`config.mk`:
```
export PLATFORM = sky130hd
export DESIGN_NAME = cam_array_flat
export DESIGN_NICKNAME = d
export VERILOG_FILES = /design/src/rtl/cam_array_if.sv /design/src/rtl/cam_array.sv /design/src/flat_wrapper.sv
export SDC_FILE = /design/constraint.sdc
export NUM_CORES = 1
export LEC_CHECK = 0
export CAP_MARGIN = 20
export CORE_UTILIZATION = 45
export DETAILED_ROUTE_END_ITERATION = 10
export SYNTH_ARGS = -nofsm -noshare
export SYNTH_HDL_FRONTEND = slang
export SYNTH_SLANG_ARGS = --single-unit
```
`constraint.sdc`:
```
create_clock -name clk -period 6.6 [get_ports clk]
set_input_delay 1.32 -clock clk [delete_from_list [all_inputs] [get_ports clk]]
set_output_delay 1.32 -clock clk [all_outputs]
set_load 0.005 [all_outputs]
```
`src/rtl/cam_array_if.sv`:
```
// Request/response bundle for cam_array: write, invalidate, read and search channels.
// Defining CAM_SEARCH_MASK_EN adds the per-bit search mask signal.
interface cam_array_if #(
  parameter int WIDTH = 32,
  parameter int DEPTH = 16
);
  localparam int ADDR_W = $clog2(DEPTH);

  logic              write_enable_i;
  logic [ADDR_W-1:0] write_addr_i;
  logic [WIDTH-1:0]  write_data_i;
  logic              invalidate_enable_i;
  logic [ADDR_W-1:0] invalidate_addr_i;
  logic [ADDR_W-1:0] read_addr_i;
  logic [WIDTH-1:0]  read_data_o;
  logic              read_valid_o;
  logic              search_enable_i;
  logic [WIDTH-1:0]  search_data_i;
`ifdef CAM_SEARCH_MASK_EN
  logic [WIDTH-1:0]  search_mask_i;
`endif
  logic              search_done_o;
  logic              search_hit_o;
  logic [ADDR_W-1:0] search_addr_o;
  logic              search_multi_o;
  logic              full_o;
  logic [ADDR_W-1:0] free_addr_o;

  modport master (
    output write_enable_i, write_addr_i, write_data_i,
    output invalidate_enable_i, invalidate_addr_i,
    output read_addr_i,
    output search_enable_i, search_data_i,
`ifdef CAM_SEARCH_MASK_EN
    output search_mask_i,
`endif
    input  read_data_o, read_valid_o,
    input  search_done_o, search_hit_o, search_addr_o, search_multi_o,
    input  full_o, free_addr_o
  );

  modport slave (
    input  write_enable_i, write_addr_i, write_data_i,
    input  invalidate_enable_i, invalidate_addr_i,
    input  read_addr_i,
    input  search_enable_i, search_data_i,
`ifdef CAM_SEARCH_MASK_EN
    input  search_mask_i,
`endif
    output read_data_o, read_valid_o,
    output search_done_o, search_hit_o, search_addr_o, search_multi_o,
    output full_o, free_addr_o
  );
endinterface

```
`src/rtl/cam_array.sv`:
```
// DEPTH x WIDTH content-addressable memory with registered, lowest-index-wins search.
// Optional CAM_SEARCH_MASK_EN makes masked key bits don't-care during search.
module cam_array #(
  parameter int WIDTH = 32,
  parameter int DEPTH = 16
) (
  input logic       clk,
  input logic       reset,
  cam_array_if.slave bus
);
  localparam int ADDR_W = $clog2(DEPTH);

  logic [WIDTH-1:0]  mem [DEPTH];
  logic [DEPTH-1:0]  valid;
  logic [DEPTH-1:0]  match;
  logic [ADDR_W-1:0] match_addr;
  logic [ADDR_W-1:0] free_addr;
  logic              match_any;
  logic              match_multi;

  logic [WIDTH-1:0]  read_data_q;
  logic              read_valid_q;
  logic              search_done_q;
  logic              search_hit_q;
  logic [ADDR_W-1:0] search_addr_q;
  logic              search_multi_q;

  always_comb begin
    match = '0;
    for (int i = 0; i < DEPTH; i++) begin
`ifdef CAM_SEARCH_MASK_EN
      match[i] = valid[i] && (((mem[i] ^ bus.search_data_i) & ~bus.search_mask_i) == '0);
`else
      match[i] = valid[i] && (mem[i] == bus.search_data_i);
`endif
    end
  end

  // Scan from the top down so the lowest index is the last assignment.
  always_comb begin
    match_addr = '0;
    free_addr  = '0;
    for (int i = DEPTH - 1; i >= 0; i--) begin
      if (match[i]) match_addr = ADDR_W'(i);
      if (!valid[i]) free_addr = ADDR_W'(i);
    end
  end

  assign match_any   = |match;
  assign match_multi = |(match & (match - DEPTH'(1)));

  always_ff @(posedge clk) begin
    if (reset) begin
      for (int i = 0; i < DEPTH; i++) mem[i] <= '0;
      valid          <= '0;
      read_data_q    <= '0;
      read_valid_q   <= 1'b0;
      search_done_q  <= 1'b0;
      search_hit_q   <= 1'b0;
      search_addr_q  <= '0;
      search_multi_q <= 1'b0;
    end else begin
      read_data_q   <= mem[bus.read_addr_i];
      read_valid_q  <= valid[bus.read_addr_i];
      search_done_q <= bus.search_enable_i;
      if (bus.search_enable_i) begin
        search_hit_q   <= match_any;
        search_addr_q  <= match_addr;
        search_multi_q <= match_multi;
      end
      // Write is scheduled after invalidate so it wins on a shared index.
      if (bus.invalidate_enable_i) valid[bus.invalidate_addr_i] <= 1'b0;
      if (bus.write_enable_i) begin
        mem[bus.write_addr_i]   <= bus.write_data_i;
        valid[bus.write_addr_i] <= 1'b1;
      end
    end
  end

  assign bus.read_data_o    = read_data_q;
  assign bus.read_valid_o   = read_valid_q;
  assign bus.search_done_o  = search_done_q;
  assign bus.search_hit_o   = search_hit_q;
  assign bus.search_addr_o  = search_addr_q;
  assign bus.search_multi_o = search_multi_q;
  assign bus.full_o         = &valid;
  assign bus.free_addr_o    = free_addr;
endmodule

```
`src/flat_wrapper.sv`:
```
// flat-port wrapper written by rule: the top's interface ports become plain ports
module cam_array_flat 
#(
  parameter int WIDTH = 32,
  parameter int DEPTH = 16
)
  (clk, reset, bus_write_enable_i, bus_write_addr_i, bus_write_data_i, bus_invalidate_enable_i, bus_invalidate_addr_i, bus_read_addr_i, bus_search_enable_i, bus_search_data_i, bus_read_data_o, bus_read_valid_o, bus_search_done_o, bus_search_hit_o, bus_search_addr_o, bus_search_multi_o, bus_full_o, bus_free_addr_o);
  cam_array_if #(.WIDTH(WIDTH), .DEPTH(DEPTH)) bus_i ();
  input logic clk;
  input logic reset;
  input wire logic [$bits(bus_i.write_enable_i)-1:0] bus_write_enable_i;
  input wire logic [$bits(bus_i.write_addr_i)-1:0] bus_write_addr_i;
  input wire logic [$bits(bus_i.write_data_i)-1:0] bus_write_data_i;
  input wire logic [$bits(bus_i.invalidate_enable_i)-1:0] bus_invalidate_enable_i;
  input wire logic [$bits(bus_i.invalidate_addr_i)-1:0] bus_invalidate_addr_i;
  input wire logic [$bits(bus_i.read_addr_i)-1:0] bus_read_addr_i;
  input wire logic [$bits(bus_i.search_enable_i)-1:0] bus_search_enable_i;
  input wire logic [$bits(bus_i.search_data_i)-1:0] bus_search_data_i;
  output wire logic [$bits(bus_i.read_data_o)-1:0] bus_read_data_o;
  output wire logic [$bits(bus_i.read_valid_o)-1:0] bus_read_valid_o;
  output wire logic [$bits(bus_i.search_done_o)-1:0] bus_search_done_o;
  output wire logic [$bits(bus_i.search_hit_o)-1:0] bus_search_hit_o;
  output wire logic [$bits(bus_i.search_addr_o)-1:0] bus_search_addr_o;
  output wire logic [$bits(bus_i.search_multi_o)-1:0] bus_search_multi_o;
  output wire logic [$bits(bus_i.full_o)-1:0] bus_full_o;
  output wire logic [$bits(bus_i.free_addr_o)-1:0] bus_free_addr_o;
  assign bus_i.write_enable_i = bus_write_enable_i;
  assign bus_i.write_addr_i = bus_write_addr_i;
  assign bus_i.write_data_i = bus_write_data_i;
  assign bus_i.invalidate_enable_i = bus_invalidate_enable_i;
  assign bus_i.invalidate_addr_i = bus_invalidate_addr_i;
  assign bus_i.read_addr_i = bus_read_addr_i;
  assign bus_i.search_enable_i = bus_search_enable_i;
  assign bus_i.search_data_i = bus_search_data_i;
  assign bus_read_data_o = bus_i.read_data_o;
  assign bus_read_valid_o = bus_i.read_valid_o;
  assign bus_search_done_o = bus_i.search_done_o;
  assign bus_search_hit_o = bus_i.search_hit_o;
  assign bus_search_addr_o = bus_i.search_addr_o;
  assign bus_search_multi_o = bus_i.search_multi_o;
  assign bus_full_o = bus_i.full_o;
  assign bus_free_addr_o = bus_i.free_addr_o;
  cam_array #(.WIDTH(WIDTH), .DEPTH(DEPTH)) u_core (.clk(clk), .reset(reset), .bus(bus_i));
endmodule
```
# --- After elaboration in Yosys (flattened, before gate mapping) ---
# Memory sizes are Yosys's and may differ from the RTL's. A register that Yosys moved wholly into a read port is not among the register bits.
# Cells that the tools add are included.
totals:
  mem_count: 1
  elab_cells: 104
  regBits: 24
  ramBits: 512
  in_bits: 81
memory_table:
  columns: ["name", "words", "word_bits", "read_ports", "rd_clocked_by_memory_dff", "write_ports", "line", "rtl"]
  rows:
  - ["u_core.mem", 16, 32, 17, 1, 16, "cam_array.sv:13", "logic [WIDTH-1:0] mem [DEPTH];"]
classes:
  n_addsub: 1
  mux: 49
  eq_ne: 16
  reduce_logical: 22
  bitwise_logic: 4
  n_lt_le_gt_ge: 5
op_table:
  columns: ["operator", "n"]
  rows:
  - ["32-bit equality test", 16]
  - ["4-bit two-way mux", 33]
  - ["16-bit two-way mux", 3]
  - ["16-bit AND", 2]
  - ["32-bit two-way mux", 1]
  - ["16-bit OR reduction", 2]
  - ["32-bit OR reduction", 1]
  - ["1-bit logical AND", 18]
  - ["16-bit inverter", 1]
  - ["16-bit bitwise OR", 1]
  - ["16-bit AND reduction", 1]
  - ["16-bit by 1-bit subtractor with 16-bit output (second input constant)", 1]
  - ["4-bit by 5-bit less-than comparator with 1-bit output (second input constant)", 3]
  - ["1-bit two-way mux", 9]
  - ["1-bit demux with 4-bit select", 2]
  - ["4-bit by 1-bit greater-or-equal comparator with 1-bit output (second input constant)", 2]
  - ["1-bit binary-select mux with 4-bit select", 1]

# --- Longest topological paths before layout ---
# Gate-level depths: netlist (run 1).
depth:
  ltp_word: 18
  depth_mapped: 11
  depth_no_buf: 9

# --- Least setup slack after synthesis (run 1) ---
# OpenSTA, ideal clock, no wires.
synth_path:
  path_kind: "input-to-reg"
  start: "input port reset"
  end: "memory u_core.mem[3][0] (enable)"
  t_required_ps: 6134
  setup_slack_ps: 1857
  t_arrival_ps: 4277
  path_buffers: 1
  cell_stages: 5
  path_cell_list: "inv_1 > nand2_1 > or3_1 > clkbuf_1 > o21ai_0"
synth_rtl:
  columns: ["item", "line", "rtl"]
  rows:
  - ["start: declaration", "flat_wrapper.sv:10", "input logic reset;"]
  - ["end: declaration", "cam_array.sv:13", null]

# --- Worst setup path in the final report (run 1) ---
layout_path:
  start: "input port bus_search_data_i[30]"
  end: "register u_core.search_addr_q[1] (netlist: u_core.bus.search_addr_o[1])"
layout_via:
  elab_chain_cells: 18
  elab_cells_between_ends: 48
  cone_classes: "eq/ne (16); mux (16); reduce/logical (16)"
layout_lines:
  columns: ["item", "line", "rtl"]
  rows:
  - ["start: declaration", "flat_wrapper.sv:18", "input wire logic [$bits(bus_i.search_data_i)-1:0] bus_search_data_i;"]
  - ["32-bit equality test", "cam_array.sv:34", "match[i] = valid[i] && (mem[i] == bus.search_data_i);"]
  - ["1-bit logical AND", "cam_array.sv:34", null]
  - ["4-bit two-way mux (15 in a row)", "cam_array.sv:44", "if (match[i]) match_addr = ADDR_W'(i);"]
  - ["4-bit two-way mux *", "cam_array.sv:44", null]
  - ["end signal: assignment", "cam_array.sv:68", "search_addr_q <= match_addr;"]
  - ["end: declaration", "cam_array.sv:25", "logic [ADDR_W-1:0] search_addr_q;"]
# Mark *: on every way between the ends. The rest lies on a longest branch, timed or not.
# A chain may end at the register's enable or synchronous reset.

==> flow_metrics.tcl, run 1 <==
set metrics [dict create \
    finalSetupViolCount 0 \
    clockBufferDepth 3 \
    worst_pin_slew_ps 1130 \
    clk_pin_slew_ps 60 \
    synth_seq_cells 568 \
    drive_above_1_share 0.156 \
    detail-route-antenna-nets 0 \
    yosys-top-cells-area "edfxtp_1 49%, mux4_2 12%, and2_1 11%" \
    worst_slack_ps 1980 \
    rsz0062_at_grt "no" \
    period_share 0.700 \
    first_global_vias 20400 \
    crit_fanout 11 \
    dieHeight_um 266 \
    finalPower_mw 9.36 \
    first_pass_iters 8 \
    start_util 0.457 \
    post-dp-hpwl_um 92700 \
    finalNonFillerCells 3419 \
    vias 21200 \
    hold_path_class "reg -> reg" \
    syn_nets 2445 \
    fmaxAchievable_ghz 0.216 \
    post-cts-setup-buffer-count 0 \
    drt_wl_total_um 126000 \
    power_density_nw_per_um2 261 \
    p_leak_nw 12.4 \
    rows 96 \
    port_buffers 125 \
    synth_top_area_share 0.489 \
    hold_viol_final 0 \
    grt-ovfl-total 0 \
    critical_path.slowest_cell "clkdlybuf4s50_1" \
    synthArstFlopShare 0 \
    setup_tns_ps 0 \
    synthFlopType "edfxtp_1" \
    place_area_sq_um 33600 \
    slew_violations 0 \
    track_usage 0.355 \
    grt_start_max_net_pins 76 \
    yosysTopAreaCell "edfxtp_1" \
    drt_iter0_drc 2834 \
    die_area_sq_um 70900 \
    tritoncts "built" \
    outcome "finished with violations" \
    synth_commonest_cells "547 x and2_1, 512 x edfxtp_1, 378 x xor2_1" \
    gp_congestion 1.06 \
    path_buf_inv 1 \
    pre_cts_slack_ps 1510 \
    end_kind "register" \
    area_growth_pct 14.0 \
    critical-path-top-delay-family "simple AND/OR/NAND/NOR gates" \
    cp.required_ps 7100 \
    yosys_warnings 0 \
    vias_per_cell 6.19 \
    wire_per_inst_um 36.7 \
    finish.instance_area_sq_um 35800 \
    fin_nets 2514 \
    skew_ps 19.5 \
    violations "DRC" \
    clkLatencyLatePin_ps 620 \
    crit_arrival_ps 5120 \
    path_cells "clkdlybuf4s50_1 -> xor2_1 -> nor4_1 -> nand4_1 -> or4_1 -> nor2b_1 -> a21o_1 -> a21oi_1 -> o211a_1 -> o21ai_1" \
    grt_pass1_wl_um 169000 \
    critPathKind "in -> reg" \
    drcViolationCount 2 \
    cap_violations 0 \
    yosysMostFrequentCell "and2_1" \
    synth_edf_count 512 \
    hold_buffers 0 \
    cts_sinks 568 \
    maxSlewHeadroom 0.245 \
    ir_drop_mv 0.156 \
    core_area_sq_um 68800 \
    startpoint_type "input port" \
    yosysSeqAreaShare 0.525 \
    netlist_instances 2364 \
    placed_cells 3290 \
    synth.avg_cell_area_sq_um 13.3 \
    critPathMaxStageDelay_ps 1100 \
    layout_min_cycle_time_ps 4620 \
    post_cts_resized 0 \
    ios 126 \
    numCtsBuffers 68 \
    die-width_um 266 \
    synth_area_sq_um 31400 \
    root_buffer "clkbuf_16" \
    yosysUniqueCellTypes 54 \
    htreeDepth 3 \
    antenna_found_initial 11 \
]
==> registers in the layout, indices dropped and copies added, names as in the netlist <==
name                       flops
u_core.bus.search_addr_o       4
u_core.bus.search_multi_o      1
u_core.valid                  16
u_core.bus.search_hit_o        1
u_core.bus.read_data_o        32
u_core.bus.read_valid_o        1
u_core.mem                   512
u_core.bus.search_done_o       1
==> cells in the final DEF, fill, tap and decap left out, types with 7 or more instances in the layout <==
master	n
and2_1	547
buf_4	57
clkbuf_1	18
clkbuf_16	71
clkbuf_8	11
clkdlybuf4s50_1	121
clkinv_1	7
clkinv_2	9
dfxtp_1	56
edfxtp_1	512
inv_1	9
mux4_2	165
nand2_1	23
nand2b_1	12
nand3_1	38
nand4_1	47
nor2_1	17
nor2_4	8
nor3_1	18
nor4_1	91
o21ai_0	14
o21ai_4	12
or2_2	9
xnor2_1	133
xor2_1	378
==> through the flow <==
step                      hold WS [ps]   util
after floorplan                    442      -
after global placement             535  0.486
after detailed placement           530  0.488
after CTS                          538  0.519
after global routing               555  0.521
final                              546  0.521
==> worst paths after layout <==
path	start	endpoint	slack [ps]	cells after the start
max reg2reg	u_core.mem[5][6]	u_core.bus.search_multi_o	3430	9
min	u_core.bus.search_addr_o[1]	u_core.bus.search_addr_o[1]	550	2
min reg2reg	u_core.bus.search_addr_o[1]	u_core.bus.search_addr_o[1]	550	2
max	bus_search_data_i[30]	u_core.bus.search_addr_o[1]	1980	10
==> layout make-up <==
class	instances	area, sq um
fillers	5903	33000
flip-flops and latches	568	16500
multi-input cells	1592	14000
clock buffers	98	1950
repair buffers	193	1940
well taps	931	1160
clock inverters	25	206
inverters	10	37.5
diodes	2	5.00
==> logic make-up after synthesis <==
logic type,share of synthesized area
flops,0.525
fa+ha+maj,0.00107
simple gates,0.163
mux,0.118
buf+inv,0.0354
xor+xnor,0.142
compound gates,0.0150
==> tightest hold or removal path, delay by kind of cell (launching register included) <==
family / cells / cell delay, ps
flip-flops: 1 / 370
AND/OR/NAND/NOR: 1 / 80
AO/OA/AOI/OAI: 1 / 50
==> where the power goes <==
group	total, mW	leakage, nW	internal, mW	switching [mW]
clock	3.71	1.06	2.13	1.57
combinational	1.35	6.00	0.497	0.849
sequential	4.31	5.34	4.14	0.171
total	9.36	12.4	6.77	2.59
==> per-layer routing <==
layer,share of wire,track usage,vias to the layer above
met5,0.00069,0,-
met4,0.067,0.208,8
met3,0.085,0.0524,280
met2,0.46,0.558,1358
met1,0.38,0.468,10900
li1,-,-,8623
(Power assumes the default switching activity.)
==> inputs of run 2 (changes only) <==
clock period = 4.2 ns   (was 6.6 ns; I/O delays follow)
==> run 2 against run 1 <==
- the flow now finishes without violations
- global-route usage is 1.6 points lower
- first-iteration DRC count is 6.5% lower
- worst setup slack got worse by 1800 ps
- count of clock-buffer cells in the layout is 5 lower
- cell count rose by 1.5%
- sequential power up 57%
- register-to-register slack worse by 2500 ps
- clock power up 53%
- critical path type is now reg -> out
==> flow_metrics.tcl, run 2 (synthesis results as in run 1) <==
set metrics [dict create \
    skew_ps 19.3 \
    period_share 0.955 \
    layout_min_cycle_time_ps 4010 \
    cp.required_ps 3360 \
    finalPower_mw 14.6 \
    wire_per_inst_um 34.3 \
    startpoint_type "register" \
    clockBufferDepth 3 \
    rsz0062_at_grt "no" \
    use_met1 0.448 \
    grt_pass1_wl_um 164000 \
    power_density_nw_per_um2 400 \
    finish.instance_area_sq_um 36300 \
    path_cells "nor2b_1 -> o21ai_0 -> a21boi_0 -> o21ai_0 -> a21boi_0 -> o21ai_0 -> nand2_1 -> nand2_1 -> a21boi_1 -> clkdlybuf4s50_1" \
    port_buffers 125 \
    drcViolationCount 0 \
    post-route-util 0.528 \
    first_pass_iters 5 \
    track_usage 0.339 \
    ir_drop_mv 0.231 \
    hold_path_class "reg -> reg" \
    fin_nets 2575 \
    die_area_sq_um 70900 \
    root_buffer "clkbuf_16" \
    layout_commonest_cell "and2_1" \
    vias 21000 \
    slew_violations 0 \
    registers.top_by_ff_count "u_core.mem" \
    tritoncts "built" \
    top_usage_layer "met2" \
    outcome "complete, no violations" \
    cpMostUsedCell "o21ai_0" \
    ios 126 \
    cap_violations 0 \
    first_global_vias 20800 \
    detail-route-antenna-nets 0 \
    dieHeight_um 266 \
    maxSlewHeadroom 0.302 \
    crit_arrival_ps 3170 \
    finalNonFillerCells 3471 \
    drive_above_1_share 0.174 \
    critical_path.slowest_cell "clkdlybuf4s50_1" \
    grtUsageMet3 0.0423 \
    numCtsBuffers 67 \
    core_area_sq_um 68800 \
    hold_buffers 0 \
    worst_pin_slew_ps 1050 \
    drt_iter0_drc 2650 \
    cts_sinks 568 \
    area_growth_pct 15.6 \
    htreeDepth 3 \
    clkLatencyLatePin_ps 610 \
    start_util 0.457 \
    post-dp-hpwl_um 88800 \
    gp_congestion 1.04 \
    place_area_sq_um 34300 \
    met2_usage 0.545 \
    placed_cells 3356 \
    mostFrequentLayoutCells "547 x and2_1, 512 x edfxtp_1, 378 x xor2_1, 165 x mux4_2, 133 x xnor2_1" \
    antenna_found_initial 7 \
    rows 96 \
    drt_wl_total_um 119000 \
    setup_tns_ps 0 \
    hold_viol_final 0 \
    vias_per_cell 6.05 \
    end_kind "output port" \
    critPathMaxStageDelay_ps 570 \
    finalSetupViolCount 0 \
    fmaxAchievable_ghz 0.249 \
    grt_start_max_net_pins 60 \
    die-width_um 266 \
    clk_pin_slew_ps 60 \
    grt-ovfl-total 0 \
    crit_fanout 6 \
    critPathKind "reg -> out" \
    p_leak_nw 12.7 \
    largest_register_ff_count 512 \
]
run 2: cell count changes in the layout (fill, tap and decap cells not counted), moves of 2 or more:
cell | previous run | this run
buf_4 | 57 | 103
buf_12 | 4 | 27
nor2_2 | 4 | 12
nor2_4 | 8 | 0
clkbuf_8 | 11 | 4
buf_16 | 5 | 0
clkinv_8 | 2 | 0
inv_6 | 3 | 1
run 2: layout make-up:
type | instances | area (sq um)
diodes | 2 | 5.00
clock buffers | 93 | 1900
clock inverters | 20 | 170
fillers | 5795 | 32500
inverters | 10 | 37.5
multi-input cells | 1592 | 14000
flip-flops and latches | 568 | 16500
well taps | 931 | 1160
repair buffers | 255 | 2560
run 2: final timing paths:
path | from | end | slack (ps) | cells past startpoint
worst max-delay path | u_core.valid[14] | bus_free_addr_o[0] | 190 | 10
worst min-delay path | u_core.bus.search_addr_o[1] | u_core.bus.search_addr_o[1] | 530 | 2
worst max register to register | u_core.mem[9][25] | u_core.bus.search_multi_o | 970 | 9
worst min register to register | u_core.bus.search_addr_o[1] | u_core.bus.search_addr_o[1] | 530 | 2
run 2: metrics by stage:
step | hold WS [ps] | setup slack, ps
detailed placement | 520 | -159
global route | 548 | 68.1
CTS | 529 | 162
finish | 531 | 188
floorplan | 442 | -63.1
global placement | 512 | -217
run 2: repair_timing:
item / in CTS / in global routing
setup buffers: 0 / 0
gates resized for setup: 0 / 1
endpoints found under the setup margin: 0 / 1
run 2: power by group:
group          switching (mW)  leakage (nW)  internal, mW  total [mW]
combinational            1.27          6.36         0.831        2.10
clock                    2.37          1.02          3.32        5.69
sequential              0.257          5.34          6.50        6.76
run 2: worst max-delay path, delay by kind of cell (launching register included):
| kind | cells | cell delay [ps] |
|---|---|---|
| AND/OR/NAND/NOR | 3 | 330 |
| AO/OA/AOI/OAI | 6 | 1170 |
| flip-flops | 1 | 500 |
| buffers and inverters | 1 | 570 |
run 2: routing by layer:
metal  routed length, um  up-vias
met3                7940      236
li1                    -     8744
met4                7440        2
met1               47600    10900
met2               56200     1110
met5                   8        -
